$ cat src/rtl/door_pkg.sv
// Shared door state encoding and counter sizing for the elevator door controller.
package door_pkg;

  typedef enum logic [1:0] {
    CLOSED  = 2'b00,
    OPENING = 2'b01,
    OPEN    = 2'b10,
    CLOSING = 2'b11
  } door_state_t;

  // Largest value ever loaded is max(transit, dwell) - 1.
  function automatic int cnt_width(input int transit, input int dwell);
    int m;
    m = (transit > dwell) ? transit : dwell;
    return (m < 2) ? 1 : $clog2(m);
  endfunction

endpackage

$ cat src/rtl/door_call_latch.sv
// Per-floor call latch: set by call_req, cleared by a serve (clear wins), with a
// mask dropping requests for the floor whose door is currently not closed.
module call_latch #(
  parameter int N_FLOORS = 4
) (
  input  logic                clk,
  input  logic                rst,
  input  logic [N_FLOORS-1:0] call_req,
  input  logic [N_FLOORS-1:0] call_clr,
  input  logic [N_FLOORS-1:0] call_mask,
  output logic [N_FLOORS-1:0] call_led
);

  always_ff @(posedge clk or posedge rst) begin
    if (rst) begin
      call_led <= '0;
    end else begin
      call_led <= (call_led | (call_req & ~call_mask)) & ~call_clr;
    end
  end

endmodule

$ cat src/rtl/door_controller.sv
// N-floor elevator door controller: latches calls, runs open/dwell/close sequence.
// Door opens one cycle after the open condition; move_enable decoded from state.
module door_controller
  import door_pkg::*;
#(
  parameter int N_FLOORS       = 4,
  parameter int FLOOR_W        = $clog2(N_FLOORS),
  parameter int TRANSIT_CYCLES = 4,
  parameter int DWELL_CYCLES   = 16
) (
  input  logic                clk,
  input  logic                rst,
  input  logic [FLOOR_W-1:0]  floor,
  input  logic                car_stopped,
  input  logic [N_FLOORS-1:0] call_req,
  input  logic                sos_mode,
  input  logic                obstruction,
  input  logic                open_btn,
  input  logic                close_btn,
  output logic [1:0]          door_state,
  output logic [N_FLOORS-1:0] call_led,
  output logic [N_FLOORS-1:0] call_served,
  output logic                move_enable
);

  localparam int                  CNT_W        = cnt_width(TRANSIT_CYCLES, DWELL_CYCLES);
  localparam logic [CNT_W-1:0]    TRANSIT_LOAD = CNT_W'(TRANSIT_CYCLES - 1);
  localparam logic [CNT_W-1:0]    DWELL_LOAD   = CNT_W'(DWELL_CYCLES - 1);
  localparam logic [CNT_W-1:0]    CNT_ONE      = CNT_W'(1);
  localparam logic [N_FLOORS-1:0] FLOOR_ONE    = {{(N_FLOORS-1){1'b0}}, 1'b1};

  door_state_t         state_q, state_d;
  logic [CNT_W-1:0]    cnt_q, cnt_d;
  logic [N_FLOORS-1:0] floor_oh;
  logic [N_FLOORS-1:0] serve_d;
  logic [N_FLOORS-1:0] served_q;
  logic [N_FLOORS-1:0] call_mask;
  logic                floor_valid;
  logic                call_here;
  logic                open_go;

  // An out-of-range floor decodes to no floor at all, so it can neither open nor serve.
  assign floor_valid = int'(floor) < N_FLOORS;
  assign floor_oh    = floor_valid ? (FLOOR_ONE << floor) : '0;
  assign call_here   = |(call_led & floor_oh);

  assign open_go = (state_q == CLOSED) && car_stopped && !sos_mode && floor_valid &&
                   (call_here || open_btn);

  assign serve_d   = open_go ? (call_led & floor_oh) : '0;
  assign call_mask = (state_q != CLOSED) ? floor_oh : '0;

  call_latch #(
    .N_FLOORS (N_FLOORS)
  ) u_call_latch (
    .clk       (clk),
    .rst       (rst),
    .call_req  (call_req),
    .call_clr  (serve_d),
    .call_mask (call_mask),
    .call_led  (call_led)
  );

  always_ff @(posedge clk or posedge rst) begin
    if (rst) begin
      state_q  <= CLOSED;
      cnt_q    <= '0;
      served_q <= '0;
    end else begin
      state_q  <= state_d;
      cnt_q    <= cnt_d;
      served_q <= serve_d;
    end
  end

  always_comb begin
    state_d = state_q;
    cnt_d   = cnt_q;
    case (state_q)
      CLOSED: begin
        if (open_go) begin
          state_d = OPENING;
          cnt_d   = TRANSIT_LOAD;
        end
      end

      OPENING: begin
        if (sos_mode && !obstruction) begin
          state_d = CLOSING;
          cnt_d   = TRANSIT_LOAD;
        end else if (cnt_q == '0) begin
          state_d = OPEN;
          cnt_d   = DWELL_LOAD;
        end else begin
          cnt_d = cnt_q - CNT_ONE;
        end
      end

      // Obstruction beats every close request; open_btn beats close_btn.
      OPEN: begin
        if (obstruction) begin
          cnt_d = DWELL_LOAD;
        end else if (sos_mode) begin
          state_d = CLOSING;
          cnt_d   = TRANSIT_LOAD;
        end else if (open_btn) begin
          cnt_d = DWELL_LOAD;
        end else if (close_btn || (cnt_q == '0)) begin
          state_d = CLOSING;
          cnt_d   = TRANSIT_LOAD;
        end else begin
          cnt_d = cnt_q - CNT_ONE;
        end
      end

      // Obstruction reopens even while the emergency is closing the door.
      CLOSING: begin
        if (obstruction || (open_btn && !sos_mode)) begin
          state_d = OPENING;
          cnt_d   = TRANSIT_LOAD;
        end else if (cnt_q == '0) begin
          state_d = CLOSED;
          cnt_d   = '0;
        end else begin
          cnt_d = cnt_q - CNT_ONE;
        end
      end

      default: begin
        state_d = CLOSED;
        cnt_d   = '0;
      end
    endcase
  end

  assign door_state  = state_q;
  assign call_served = served_q;
  assign move_enable = (state_q == CLOSED);

endmodule

$ cat config.mk
export PLATFORM = sky130hd
export DESIGN_NAME = door_controller
export DESIGN_NICKNAME = d
export VERILOG_FILES = /design/src/rtl/door_pkg.sv /design/src/rtl/door_call_latch.sv /design/src/rtl/door_controller.sv
export SDC_FILE = /design/constraint.sdc
export NUM_CORES = 1
export LEC_CHECK = 0
export BUFFER_PORTS_ARGS = -buffer_cell sky130_fd_sc_hd__buf_2
export CAP_MARGIN = 20
export CORE_MARGIN = 10
export CORE_UTILIZATION = 50
export DETAILED_ROUTE_END_ITERATION = 16
export HOLD_SLACK_MARGIN = 0.05
export MAX_ROUTING_LAYER = met4
export PLACE_DENSITY = 0.81
export SLEW_MARGIN = 25
export SYNTH_ARGS = -nofsm -noshare
export SYNTH_HDL_FRONTEND = slang
export SYNTH_SLANG_ARGS = --single-unit
$ cat constraint.sdc
create_clock -name clk -period 2.8 [get_ports clk]
set_clock_uncertainty 0.2 [all_clocks]
set_input_delay 0 -clock clk [delete_from_list [all_inputs] [get_ports clk]]
set_output_delay 0 -clock clk [all_outputs]
set_load 0.03 [all_outputs]
==> results.py <==
metrics = {
    "floorplanning": {
        "placement_rows": 15,
        "initial_utilization_pct": 54.74,
        "design.core.area_um2": 1783,
        "fp.dieW_um": 64.18,
        "io-pin-count": 24,
        "die_area_um2": 4119,
        "fp.dieH_um": 64.18,
    },
    "power": {
        "power_switching_share_pct": 44.33,
        "vdd_drop_max_v": 0.0005389,
        "finalPower_mw": 1.115,
        "p_comb_share_pct": 58.7,
        "p_int_mw": 0.6205,
        "power_switching_mw": 0.4941,
        "power_density_nw_per_um2": 879.4,
        "p_leak_nw": 0.5908,
        "share_clk_of_total_power_pct": 13.0,
        "seqPwrFrac_pct": 28.3,
    },
    "global_route": {
        "globalRouteTotalUtil_pct": 12.58,
        "remaining_overflow_grt": 0,
        "grt_pass1_vias": 960,
        "grt_pass1_wl_um": 4174,
        "grt_start_max_net_pins": 15,
        "antenna_found_initial": 0,
    },
    "synth": {
        "synth_cells": 105,
        "synth-seq-area-share_pct": 35.90,
        "synth_cell_types": 40,
        "synth-main-ff-cell": "sky130_fd_sc_hd__dfrtp_1",
        "synth_edf_count": 0,
        "synthesis.area_per_instance_um2": 9.295,
        "syn-cell-area_um2": 975.9,
        "yosys_warnings": 0,
        "mappedNetlistNets": 125,
        "synth.ff_latch_count": 14,
        "proportion_of_register_bits_with_asynchronous_set_or_reset_after_synthesis_pct": 100.0,
    },
    "cts": {
        "numCtsBuffers": 3,
        "cts-htree-levels": 1,
        "clk_transition_reported_paths_ns": 0.09,
        "clk-insertion-delay-late_ns": 0.28,
        "cts.sink_count": 14,
        "cts_tree": "yes",
        "postCtsResizedCells": 0,
        "clockRootBuffer": "sky130_fd_sc_hd__clkbuf_4",
        "cts.path.max_buffers": 2,
    },
    "worst_setup_path": {
        "cp_max_fo": 7,
        "minimum_setup_slack_among_reg_to_reg_paths_ns": 0.21,
        "worst_setup_path_end_kind": "flip-flop",
        "start_kind": "flip-flop",
        "critical_path.slowest_cell": "sky130_fd_sc_hd__dlygate4sd3_1",
        "critical_path.n_buffers_inverters": 2,
        "required_ns": 2.76,
        "critPathTopFamily": "buffers and inverters",
        "path_class": "reg2reg",
        "worstPathCellList": "inv_1, ha_1, a21boi_0, and4_1, a311oi_1, dlygate4sd3_1",
        "max_stage_delay_ns": 0.58,
        "worst-endpoint-arrival_ns": 2.55,
    },
    "drt": {
        "detail_route.wirelength_um": 2673,
        "remaining_drc_errors": 0,
        "drt.antenna.violating_nets": 0,
        "routed-via-count": 939,
        "detailedRoute.firstIterationViolations": 47,
        "wl_per_cell_um": 16.01,
        "post_drt_via_cell_ratio": 5.623,
        "first_pass_iters": 4,
    },
    "place": {
        "worst_case_setup_slack_after_placement_ns": 0.5521,
        "place_hpwl_um": 1816,
        "place.port_buffers": 23,
        "weighted_congestion_reported_at_the_end_of_routability_driven_placement": 0.8197,
    },
    "min_path": {
        "class_of_the_worst_hold_path": "in2async",
    },
    "cells_and_area": {
        "fraction_of_layout_cells_with_a_size_suffix_above_1_pct": 23.94,
        "syn_to_final_growth_pct": 29.87,
        "final_util_pct": 71.09,
        "final_net_count": 163,
        "most_frequent_standard_cell_in_the_layout_excluding_fill_and_tap_cells": "sky130_fd_sc_hd__buf_2",
        "layout_common_cells": "sky130_fd_sc_hd__buf_2, sky130_fd_sc_hd__nor2_1, sky130_fd_sc_hd__dfrtp_1",
        "antenna-diode-count": 0,
        "final.fill_count": 135,
    },
    "timing": {
        "report.final.hold_viol_count": 0,
        "timing.final.setup_violations": 0,
        "timing.max_slew.rel_slack_pct": 65.00,
        "slew_viol_final": 0,
        "rsz0062_at_grt": "false",
        "tns_ns": 0,
        "finalCriticalPeriod_ns": 2.586,
        "worst_slack_ns": 0.2136,
        "clock.fmax_ghz": 0.3866,
        "timing_worst_slew_pin_value_ns": 0.5244,
        "min_period_over_period_pct": 92.37,
    },
    "status": {
        "outcome": "completed",
    },
    "flow_run": {
        "maxCapViolCount": 0,
    },
}
-- Yosys cell counts (2+ instances only) --
master	count	share of area, %
sky130_fd_sc_hd__a211oi_1	2	1.5
sky130_fd_sc_hd__a21oi_1	4	2.1
sky130_fd_sc_hd__a311oi_1	2	1.8
sky130_fd_sc_hd__a32o_1	3	3.1
sky130_fd_sc_hd__a32oi_1	2	1.8
sky130_fd_sc_hd__and2_1	2	1.3
sky130_fd_sc_hd__and4_1	2	1.8
sky130_fd_sc_hd__dfrtp_1	14	36
sky130_fd_sc_hd__ha_1	7	9.0
sky130_fd_sc_hd__inv_1	10	3.8
sky130_fd_sc_hd__mux2i_1	2	2.1
sky130_fd_sc_hd__nand2_1	2	0.77
sky130_fd_sc_hd__nand2b_1	4	2.6
sky130_fd_sc_hd__nand3b_1	2	1.5
sky130_fd_sc_hd__nor2_1	16	6.2
sky130_fd_sc_hd__nor2b_1	2	1.3
sky130_fd_sc_hd__nor3_1	4	2.1
sky130_fd_sc_hd__nor4_1	2	1.3
sky130_fd_sc_hd__o21ai_1	2	1.0
-- routing by layer --
metal | routed length (um) | track usage (%)
met1 | 1159 | 12.71
met2 | 1356 | 22.89
met3 | 118 | 2.787
met4 | 38 | 5.080
met5 | 0 | -
-- worst register-to-register path: cells and delay by family (launching register included) --
kind                       cells  cell delay (ns)
adders and majority gates      1             0.34
and+or+nand+nor                1             0.31
AOI/OAI and AO/OA              2             0.48
DFF                            1             0.42
buffers and inverters          2             0.72
-- repair_timing --
action / CTS / global route
hold buffers: 13 / 0
buffers inserted: 0 / 0
endpoints found under the hold margin: 25 / 0
-- cells by family after synthesis --
| kind of cell | after synthesis | share of synthesized area (%) |
|---|---|---|
| simple gates | 43 | 24.74 |
| compound gates | 24 | 19.87 |
| flops | 14 | 35.90 |
| buf+inv | 13 | 6.025 |
| fa+ha+maj | 7 | 8.974 |
| mux | 3 | 3.589 |
| xor+xnor | 1 | 0.8976 |
-- final cells by class --
type                    count  area (um^2)  area share, %
well taps                  25        31.28          2.468
multi-input cells          78        566.8          44.72
flip-flops and latches     14        350.3          27.64
inverters                  10        37.54          2.961
repair buffers             36        245.2          19.35
clock buffers               4        36.28          2.863
-- power groups by stage --
stage | clock (mW) | combinational, mW | sequential, mW
6_report | 0.145 | 0.654 | 0.316
3_3_place_gp | 0 | 0.609 | 0.312
2_1_floorplan | 0 | 0.441 | 0.362
3_5_place_dp | 0 | 0.625 | 0.318
4_1_cts | 0.147 | 0.653 | 0.314
5_1_grt | 0.156 | 0.712 | 0.324
-- state kept, by name (all words and copies together) (netlist names) --
name	count
call_served	4
cnt_q	4
door_state	2
u_call_latch.call_led	4
-- metrics by stage --
| step | cells | hold slack, ns | area, um^2 |
|---|---|---|---|
| 3_3_place_gp | 150 | -0.1388 | 1101 |
| 6_report | 167 | 0.09995 | 1267 |
| 3_5_place_dp | 150 | -0.1393 | 1101 |
| 4_1_cts | 167 | 0.1032 | 1267 |
| 2_1_floorplan | 105 | -0.3108 | 975.9 |
| 5_1_grt | 167 | 0.1413 | 1267 |
-- path summary, 6_finish.rpt --
| kind | start | to | cells past startpoint |
|---|---|---|---|
| min in group clk | obstruction | door_state[0] | 5 |
| worst max register to register | door_state[0] | u_call_latch.call_led[1] | 6 |
| worst min-delay path | rst | cnt_q[3] | 3 |
| max in group asynchronous | rst | u_call_latch.call_led[2] | 3 |
| worst max-delay path | door_state[0] | u_call_latch.call_led[1] | 6 |
| worst min register to register | cnt_q[0] | cnt_q[0] | 2 |
Note: power is estimated with default switching activity, not from simulation.
